<file path="config.mk">
export PLATFORM = sky130hd
export DESIGN_NAME = ec1_datapath
export DESIGN_NICKNAME = d
export VERILOG_FILES = /design/src/rtl/ec1_datapath.sv
export SDC_FILE = /design/constraint.sdc
export NUM_CORES = 1
export LEC_CHECK = 0
export ABC_CLOCK_PERIOD_IN_PS = 5600
export CAP_MARGIN = 20
export CORE_MARGIN = 2
export CORE_UTILIZATION = 50
export DETAILED_ROUTE_END_ITERATION = 8
export GPL_TIMING_DRIVEN = 0
export PLACE_DENSITY_LB_ADDON = 0.1
export SLEW_MARGIN = 10
export SYNTH_ARGS = -nofsm -noshare
export SYNTH_HDL_FRONTEND = slang
export SYNTH_SLANG_ARGS = --single-unit
</file>
<file path="constraint.sdc">
create_clock -name Clock -period 5.6 [get_ports Clock]
set_input_delay 0.84 -clock Clock [delete_from_list [all_inputs] [get_ports Clock]]
set_output_delay 0.84 -clock Clock [all_outputs]
set_load 0.01 [all_outputs]
</file>
<file path="src/rtl/ec1_datapath.sv">
// ec1_datapath: PC/IR/accumulator datapath of an EC-1 style processor, steered by an external control unit.
// Holds a 32x8 unified memory with an asynchronous read port and a preload port for loading programs.
module ec1_datapath #(
  parameter int unsigned DATA_W = 8,
  parameter int unsigned ADDR_W = 5
) (
  input  logic              Clock,
  input  logic              Reset,
  input  logic              IRload,
  input  logic              JMPmux,
  input  logic              PCload,
  input  logic              Meminst,
  input  logic              MemWr,
  input  logic [1:0]        Asel,
  input  logic              Aload,
  input  logic              Sub,
  input  logic [1:0]        Halt,
  input  logic [DATA_W-1:0] Input,
  input  logic              LdEn,
  input  logic [ADDR_W-1:0] LdAddr,
  input  logic [DATA_W-1:0] LdData,
  output logic [2:0]        IR,
  output logic              Aeq0,
  output logic              Apos,
  output logic [DATA_W-1:0] Output,
  output logic [ADDR_W-1:0] PC,
  output logic              Halted
);

  localparam int unsigned DEPTH = 2 ** ADDR_W;
  localparam int unsigned OP_W  = 3;

  logic [ADDR_W-1:0] pc_q;
  logic [ADDR_W-1:0] pc_next;
  logic [ADDR_W-1:0] maddr;
  logic [DATA_W-1:0] ir_q;
  logic [DATA_W-1:0] a_q;
  logic [DATA_W-1:0] a_next;
  logic [DATA_W-1:0] mdata;
  logic [DATA_W-1:0] alu;
  logic              halted_q;
  logic [DATA_W-1:0] mem [DEPTH];

  // Address, ALU, A-mux and PC-source selection; all from pre-edge register values.
  always_comb begin
    maddr   = Meminst ? pc_q : ir_q[ADDR_W-1:0];
    mdata   = mem[maddr];
    alu     = Sub ? (a_q - mdata) : (a_q + mdata);
    pc_next = JMPmux ? ir_q[ADDR_W-1:0] : (pc_q + ADDR_W'(1));
    a_next  = '0;
    unique case (Asel)
      2'b00:   a_next = alu;
      2'b01:   a_next = Input;
      2'b10:   a_next = mdata;
      default: a_next = '0;
    endcase
  end

  // Architectural registers; frozen once halted, halt flag sticky until reset.
  always_ff @(posedge Clock) begin
    if (Reset) begin
      pc_q     <= '0;
      ir_q     <= '0;
      a_q      <= '0;
      halted_q <= 1'b0;
    end else begin
      if (!halted_q) begin
        if (IRload) ir_q <= mdata;
        if (PCload) pc_q <= pc_next;
        if (Aload)  a_q  <= a_next;
      end
      if (|Halt) halted_q <= 1'b1;
    end
  end

  // Preload always wins; a CU write is dropped under reset, halt or a colliding preload.
  always_ff @(posedge Clock) begin
    if (LdEn) begin
      mem[LdAddr] <= LdData;
    end else if (MemWr && !Reset && !halted_q) begin
      mem[maddr] <= a_q;
    end
  end

  assign IR     = ir_q[DATA_W-1 -: OP_W];
  assign Aeq0   = (a_q == '0);
  assign Apos   = ~a_q[DATA_W-1];
  assign Output = a_q;
  assign PC     = pc_q;
  assign Halted = halted_q;

endmodule

</file>
-- Word level (Yosys, flattened, before mapping)
Memory sizes are Yosys's and may differ from the RTL's.
Cells that the tools add are included.
- muxes and demuxes: 12
- $add $sub $neg: 3
- multipliers: 0
- bitwise gates (word level): 2
- reduce and logical (&&, ||, !) cells: 11
- divide/modulo/power cells: 0
- shift-type cells: 0
- $lt $le $gt $ge: 0
- equality and inequality tests: 2
- operator list (cell ; count):
    case mux 8 bit (3 select lines) ; 1
    2-to-1 mux 8 bit ; 2
    2-to-1 mux 5 bit ; 3
    adder 8 bit ; 1
    zero test 8 bit ; 1
    OR reduction 8 bit ; 1
    subtractor 8 bit ; 1
    2-to-1 mux 1 bit ; 6
    AND reduction 2 bit ; 3
    adder 5 x 1 -> 5 bit (second input constant) ; 1
    == test 2 x 1 -> 1 bit (second input constant) ; 1
    == test 2 bit (second input constant) ; 1
    logical AND 1 bit ; 2
    zero test 1 bit ; 2
    zero test 2 bit ; 1
    NOT 1 bit ; 2
    OR reduction 2 bit ; 1
- bits in registers: 22
- bits in latches: 0
- input bits: 35
- logic and storage cells: 35
- memories: 1
- memory bits (read-only): 0
- output and inout bits: 19
- RAM bits: 256
- memories (name ; words ; width ; rd ports ; clocked after Yosys merged registers in ; write ports ; RTL line ; source):
    mem ; 32 ; 8 ; 1 ; 0 ; 1 ; 42 ; logic [DATA_W-1:0] mem [DEPTH];

-- Depth between registers and ports, before layout
Gate-level depths: netlist of the first run.
- depth after elaboration: 8
- mapped depth: 23
- mapped depth without buffers: 19

-- Worst setup path before layout of the first run
Ideal clock, no wire load.
- path type: in2reg
- start point: input Meminst
- end point: register a_q[5] (netlist: Output[5])
- stages on the path: 18
- path buffers: 2
- setup time: 0.086 ns
- slack: 0.940 ns
- arrival: 4.575 ns
- required time: 5.514 ns
- cells stage by stage: buf_6 mux2_4 buf_6 mux4_2 a2111o_1 o31ai_4 ha_1 mux2i_1 ha_1 nor2b_1 o21a_1 o211ai_1 nand3b_1 xnor2_1 mux2_2 nor2_1 a21oi_1 a211oi_1
- longest elaborated chain between the ends: 5
- elaborated cells between the ends (all ways): 6
- classes of those cells: add/sub (2); mux (3); memory (1)
- RTL lines (item ; RTL line ; source):
    start, declared ; 12 ; input logic Meminst,
    2-to-1 mux 5 bit * ; 46 ; maddr = Meminst ? pc_q : ir_q[ADDR_W-1:0];
    memory (32 x 8 bit) * ; -- ;
    adder 8 bit or subtractor 8 bit (tied branches) ; 48 ; alu = Sub ? (a_q - mdata) : (a_q + mdata);
    2-to-1 mux 8 bit ; 48 ;
    case mux 8 bit (3 select lines) * ; 51 ; unique case (Asel)
    end signal, assigned ; 70 ; if (Aload) a_q <= a_next;
    end, declared ; 37 ; logic [DATA_W-1:0] a_q;
Mark *: on every way between the ends. The rest lies on a longest branch, timed or not.
A chain may end at the register's enable or synchronous reset.

-- Worst setup path in the final report of the first run
- start point: register ir_q[1]
- end point: register a_q[7] (netlist: Output[7])
- longest elaborated chain between the ends: 5
- elaborated cells between the ends (all ways): 6
- classes of those cells: add/sub (2); mux (3); memory (1)
- RTL lines (item ; RTL line ; source):
    start, declared ; 36 ; logic [DATA_W-1:0] ir_q;
    start signal, assigned ; 68 ; if (IRload) ir_q <= mdata;
    2-to-1 mux 5 bit * ; 46 ;
    memory (32 x 8 bit) * ; -- ;
    adder 8 bit or subtractor 8 bit (tied branches) ; 48 ;
    2-to-1 mux 8 bit ; 48 ;
    case mux 8 bit (3 select lines) * ; 51 ;
Marked as above.

==> results of run 1 <==
-- registers in the layout (all words and copies together), names as in the netlist --
signal	flops
PC	5
Output	8
Halted	1
mem	256
ir_q	8
-- worst max-delay path by stage --
stage,slack [ns],to
after global placement,-0.32,Output[7]
after detailed placement,-0.33,Output[7]
after CTS,0.13,Output[7]
after global routing,0.02,Output[7]
after floorplan,0.94,Output[5]
final,0.19,Output[7]
-- logic make-up (layout without fill, tap and decap cells) --
| group | count (synthesis) | in the layout | synth area share (%) |
|---|---|---|---|
| buffers and inverters | 68 | 171 | 2.59 |
| XOR/XNOR | 13 | 13 | 0.924 |
| adder cells (fa/ha/maj) | 10 | 10 | 1.08 |
| AND/OR/NAND/NOR | 255 | 255 | 9.68 |
| flip-flops | 278 | 278 | 65.9 |
| multiplexers | 80 | 80 | 9.66 |
| AO/OA/AOI/OAI | 180 | 180 | 10.1 |
-- worst max-delay path: stages (launching register included) --
cell       delay (ns)
dfxtp_1          0.30
buf_2            0.21
mux2_2           0.34
clkbuf_1         0.71
mux4_2           0.43
a2111oi_1        0.79
o211ai_1         0.39
a21oi_1          0.30
a31oi_1          0.14
xor2_1           0.18
ha_1             0.35
or2_2            0.28
a21oi_1          0.14
a31oi_1          0.07
xnor2_1          0.16
xnor2_1          0.14
xnor2_1          0.15
a31o_1           0.21
-- final cells by class --
cell class                      count  area [um2]  area share (%)
Multi-Input combinational cell    538        3900            27.4
Tap cell                          324         405            2.85
Sequential cell                   278        8130            57.1
Buffer                             50         251            1.77
Inverter                           18        67.6           0.475
Timing Repair Buffer               51         503            3.53
Clock buffer                       30         729            5.12
Clock inverter                     22         251            1.77
-- per-layer routing --
metal | routed length [um] | vias up | global-route usage [%]
met5 | 0 | - | 0
met4 | 992 | 0 | 7.55
met3 | 2850 | 59 | 4.57
met2 | 15200 | 367 | 40.7
met1 | 14500 | 4016 | 38.3
li1 | - | 3580 | -
-- through the flow --
step	area [um2]	utilization [%]	instances
after floorplan	12300	-	884
after global placement	13200	54.5	1257
after detailed placement	13200	54.6	1258
after CTS	14200	58.7	1310
after global routing	14200	58.7	1311
final	14200	58.7	1311
-- power by group --
group / internal [mW] / switching, mW / leakage (nW)
Combinational: 0.247 / 0.389 / 1.71
Clock: 1.18 / 0.806 / 0.493
Sequential: 2.31 / 0.0225 / 2.49
-- cells in the final DEF, fill, tap and decap left out, types with 4 or more instances in the layout --
cell type / Yosys / layout
o21ai_0: 21 / 21
nand3_1: 24 / 24
buf_2: 9 / 10
ha_1: 9 / 9
clkdlybuf4s50_1: 0 / 49
xor2_1: 7 / 7
mux4_2: 23 / 23
a32oi_1: 12 / 12
nand2_1: 71 / 71
dfxtp_1: 22 / 22
mux2i_1: 38 / 37
clkinv_2: 0 / 13
nor2b_1: 9 / 9
nand2b_1: 36 / 36
nor2_1: 79 / 78
edfxtp_1: 256 / 256
a21oi_1: 37 / 37
buf_6: 5 / 5
buf_4: 4 / 5
a31oi_1: 9 / 9
inv_1: 18 / 18
o22ai_1: 11 / 11
bufinv_16: 0 / 5
mux2_2: 13 / 13
a22oi_1: 27 / 27
nor3_1: 12 / 12
a22o_1: 7 / 7
nand4_1: 4 / 4
clkbuf_1: 29 / 30
a211oi_1: 14 / 14
o211ai_1: 8 / 8
clkbuf_16: 0 / 29
mux4_1: 5 / 5
xnor2_1: 6 / 6
==> results.yml, run 1 <==
finish:
  fill_cells: 1949
  syn2layout_area_growth_pct: 15.5
  diodes: 0
  nNetsFinal: 1011
  drive_gt1_share_pct: 11.9
sta:
  worst_slew_pin_slew_ns: 1.10
  setup_viol: 0
  min_period_ns: 5.41
  skew_ns: 0.0101
  slew_headroom_pct: 26.3
  whs_ns: 0.510
  fmax_mhz: 185
  tns_ns: 0
  maxSlewViolCount: 0
  rsz0062_at_grt: "false"
  setup_ws_ns: 0.190
  timing.final.crit_share_pct: 96.6
  finalHoldViolations: 0
yosys:
  synth_edf_count: 256
  synth_top_cell_by_area: "edfxtp_1"
  avgSynthCellArea_um2: 13.9
  synthesis.area_um2: 12300
  synth.distinct_cells: 63
  synthCells: 884
  yosysMostFrequentCell: "edfxtp_1"
  seq_area_frac_synth_pct: 65.9
  synth_top_area_share_pct: 62.4
  synth_fp_nets: 929
  synth.area.top_cells: "edfxtp_1 (62%), mux4_2 (4.2%), dfxtp_1 (3.6%)"
  synth_common_cells: "edfxtp_1 (256), nor2_1 (79), nand2_1 (71)"
  ys_async_sr_fraction_pct: 0
  synth-seq-cells: 278
  yosysWarningCount: 0
  synth_ff_type: "edfxtp_1"
floorplan:
  die-area_um2: 25900
  dieHeight_um: 161
  rows: 57
  initial_core_util_pct: 50.8
  ios: 54
  core_um2: 24200
  die_x_um: 161
hold_path:
  min_path_cells: 2
  min_from: "ir_q[7]"
  hold_class: "reg2reg"
  holdPathEnd: "ir_q[7]"
clocking:
  clkTransAtPathRegs_ns: 0.06
  ctsRootBufferMaster: "clkbuf_16"
  cts_resized: 0
  cts_sinks: 278
  ctsHoldBuffers: 0
  clockBufferDepth: 3
  cts_setup_buffers: 0
  clk_latency_ns: 0.55
  cts_buffers: 29
  cts_tree: "done"
  htreeDepth: 1
run:
  maxCapViolCount: 0
worst_setup_path:
  r2r_slack_ns: 0.19
  crit_type: "reg2reg"
  reg2reg_to: "Output[7]"
  critPathLaunch: "ir_q[1]"
  cp-start-kind: "register"
  worstPathRequired_ns: 6.04
  worstReg2RegStart: "ir_q[1]"
  arrival_ns: 5.85
  crit_path_end_kind: "register"
  critPathMaxFanout: 10
  worstRegToRegCells: 17
power_and_ir_drop:
  peakVddDrop_mv: 0.331
  power_density_nw_per_um2: 348
  total_power_mw: 4.95
  p_leak_nw: 4.70
grt:
  grt_overflow: 0
  grt_pass1_vias: 7750
  grt_pass1_wl_um: 49700
  grt_usage_pct: 26.1
  grt_max_degree: 33
  antenna_found_initial: 0
detailed_routing:
  drtAntennaViolNets: 0
  drt_iter0_drc: 910
  vias_per_cell: 6.12
  num_vias: 8022
  drt-pass1-iter-count: 6
  drc: 0
  drt-wirelength-per-cell_um: 25.6
  drt-total-wl_um: 33600
placed_design:
  place_worst_setup_slack_ns: -0.335
  hpwl_um: 22300
  io_buffers: 49
  gp_congestion: 0.871
status:
  status: "finished, final reports clean"
(Power assumes the default switching activity.)
==> run 2: changes to the inputs <==
- PLACE_DENSITY: not set -> 0.78
- PLACE_DENSITY_LB_ADDON: 0.1 -> not set
==> run 2 against run 1 <==
Compared with the run above:
- via count is 4.1% higher
- first-iteration DRC count is 36% higher
- fmax up 0.70%
- utilization barely moved
- critical path depth is 1 higher
- final cell count rose by 0.23%
- register-to-register slack better by 0.10 ns
- clock skew is 0.0017 ns higher
- die area did not move
- sequential power about the same
- largest cell class unchanged
==> results.yml, run 2 (synthesis gave the netlist of run 1 again) <==
floorplan:
  initial_core_util_pct: 50.8
  core_um2: 24200
  die-area_um2: 25900
  dieHeight_um: 161
  rows: 57
  die_x_um: 161
  ios: 54
worst_setup_path:
  critPathMaxFanout: 10
  critPathLaunch: "Meminst"
  cp-endpoint: "Output[7]"
  reg2reg_to: "Output[7]"
  crit_family: "compound AO/OA/AOI/OAI gates"
  worstReg2RegStart: "ir_q[1]"
  worstPathCellList: "buf_6, mux2_2, buf_2, nor2_1, nand3_1, a31oi_1, inv_1, ha_1, mux2i_1, ha_1, nor2b_1, o21a_1, o211ai_1, a31oi_1, xnor2_1, xnor2_1, xnor2_1, a31o_1"
  crit_cells: 18
  arrival_ns: 5.81
  crit_type: "in2reg"
  critPathMostFrequentCell: "xnor2_1"
  slowest_stage: "a31oi_1"
  r2r_slack_ns: 0.29
  worstRegToRegCells: 17
  cp-start-kind: "input port"
  crit_buf_inv: 3
  worstPathRequired_ns: 6.04
  crit_path_end_kind: "register"
  worst_path_largest_cell_delay_ns: 0.78
detailed_routing:
  drt-wirelength-per-cell_um: 25.1
  drt-total-wl_um: 33000
  drtAntennaViolNets: 0
  vias_per_cell: 6.36
  num_vias: 8351
  drt_iter0_drc: 1241
  drc: 0
  drt-pass1-iter-count: 8
placed_design:
  place_inst: 1261
  hpwl_um: 21400
  io_buffers: 49
  gp_congestion: 0.930
finish:
  syn2layout_area_growth_pct: 15.6
  layout_commonest_cell: "edfxtp_1"
  largest-register: "mem"
  mostFrequentLayoutCells: "edfxtp_1 (256), nor2_1 (79), nand2_1 (71)"
  drive_gt1_share_pct: 11.2
  fin_cells: 1314
  nNetsFinal: 1013
  diodes: 0
  largest_reg_flops: 256
sta:
  min_period_ns: 5.37
  skew_ns: 0.0118
  worst_slew_pin_slew_ns: 1.01
  timing.final.crit_share_pct: 95.9
  setup_viol: 0
  fmax_mhz: 186
  slew_headroom_pct: 32.7
  finalHoldViolations: 0
  maxSlewViolCount: 0
  rsz0062_at_grt: "false"
  tns_ns: 0
clocking:
  ctsRootBufferMaster: "clkbuf_16"
  clkTransAtPathRegs_ns: 0.06
  cts_resized: 0
  ctsHoldBuffers: 0
  cts_setup_buffers: 0
  htreeDepth: 1
  clockBufferDepth: 3
  cts_buffers: 28
  cts_sinks: 278
  cts_tree: "done"
  clk_latency_ns: 0.55
grt:
  met2_usage_pct: 39.1
  grt_usage_pct: 25.4
  grtUsageMet3_pct: 6.37
  grt_busiest_layer: "met2"
  grt_pass1_wl_um: 49200
  grt_overflow: 0
  antenna_found_initial: 0
  grt_max_degree: 33
  use_met1_pct: 35.1
  grt_pass1_vias: 7934
power_and_ir_drop:
  peakVddDrop_mv: 0.200
  p_leak_nw: 4.69
  power_density_nw_per_um2: 348
hold_path:
  min_from: "ir_q[6]"
  min_path_cells: 2
  hold_class: "reg2reg"
run:
  maxCapViolCount: 0
status:
  status: "finished, final reports clean"
-- run 2: cell count changes in the layout (fill, tap and decap cells not counted), sizes merged --
cell	change
clkbuf	+7
clkinv	-5
buf	+1
clkinvlp	+1
inv	-1
-- run 2: tightest hold or removal path: stages, from the launching register on --
cell and delay (ns):
dfxtp_1 0.31, nor2_1 0.09, nor3_1 0.05
-- run 2: final cells by class --
| cell class | count | area (um2) |
|---|---|---|
| inverters | 18 | 67.6 |
| well taps | 324 | 405 |
| multi-input cells | 538 | 3890 |
| repair buffers | 54 | 528 |
| clock buffers | 35 | 748 |
| clock inverters | 17 | 221 |
| fillers | 1861 | 10000 |
| plain buffers | 50 | 253 |
| flip-flops and latches | 278 | 8130 |
-- run 2: how the worst min path moves through the flow --
stage          slack [ns]      end
2_1_floorplan        0.46  ir_q[5]
3_3_place_gp         0.48  ir_q[5]
3_5_place_dp         0.49  ir_q[6]
4_1_cts              0.50  ir_q[6]
5_1_grt              0.54  ir_q[6]
6_report             0.50  ir_q[6]
-- run 2: stage by stage --
| step | hold slack, ns | power, mW | area, um2 | setup slack (ns) | util (%) |
|---|---|---|---|---|---|
| 4_1_cts | 0.499 | 4.94 | 14200 | 0.266 | 58.7 |
| 3_5_place_dp | 0.490 | 3.00 | 13300 | -0.187 | 54.7 |
| 5_1_grt | 0.537 | 5.09 | 14200 | 0.0217 | 58.7 |
| 6_report | 0.496 | 4.95 | 14200 | 0.228 | 58.7 |
| 2_1_floorplan | 0.456 | 2.78 | 12300 | 0.940 | - |
| 3_3_place_gp | 0.475 | 2.99 | 13200 | -0.352 | 54.5 |
-- run 2: per-layer routing --
layer | vias to the layer above | part of all wire, %
met4 | 0 | 4.4
met2 | 566 | 45
li1 | 3586 | -
met3 | 98 | 12
met1 | 4101 | 39
met5 | - | 0
-- run 2: where the power goes --
group          switching [mW]  internal, mW
Clock                   0.789          1.18
Combinational           0.397         0.250
Sequential             0.0241          2.31
Total                    1.21          3.74
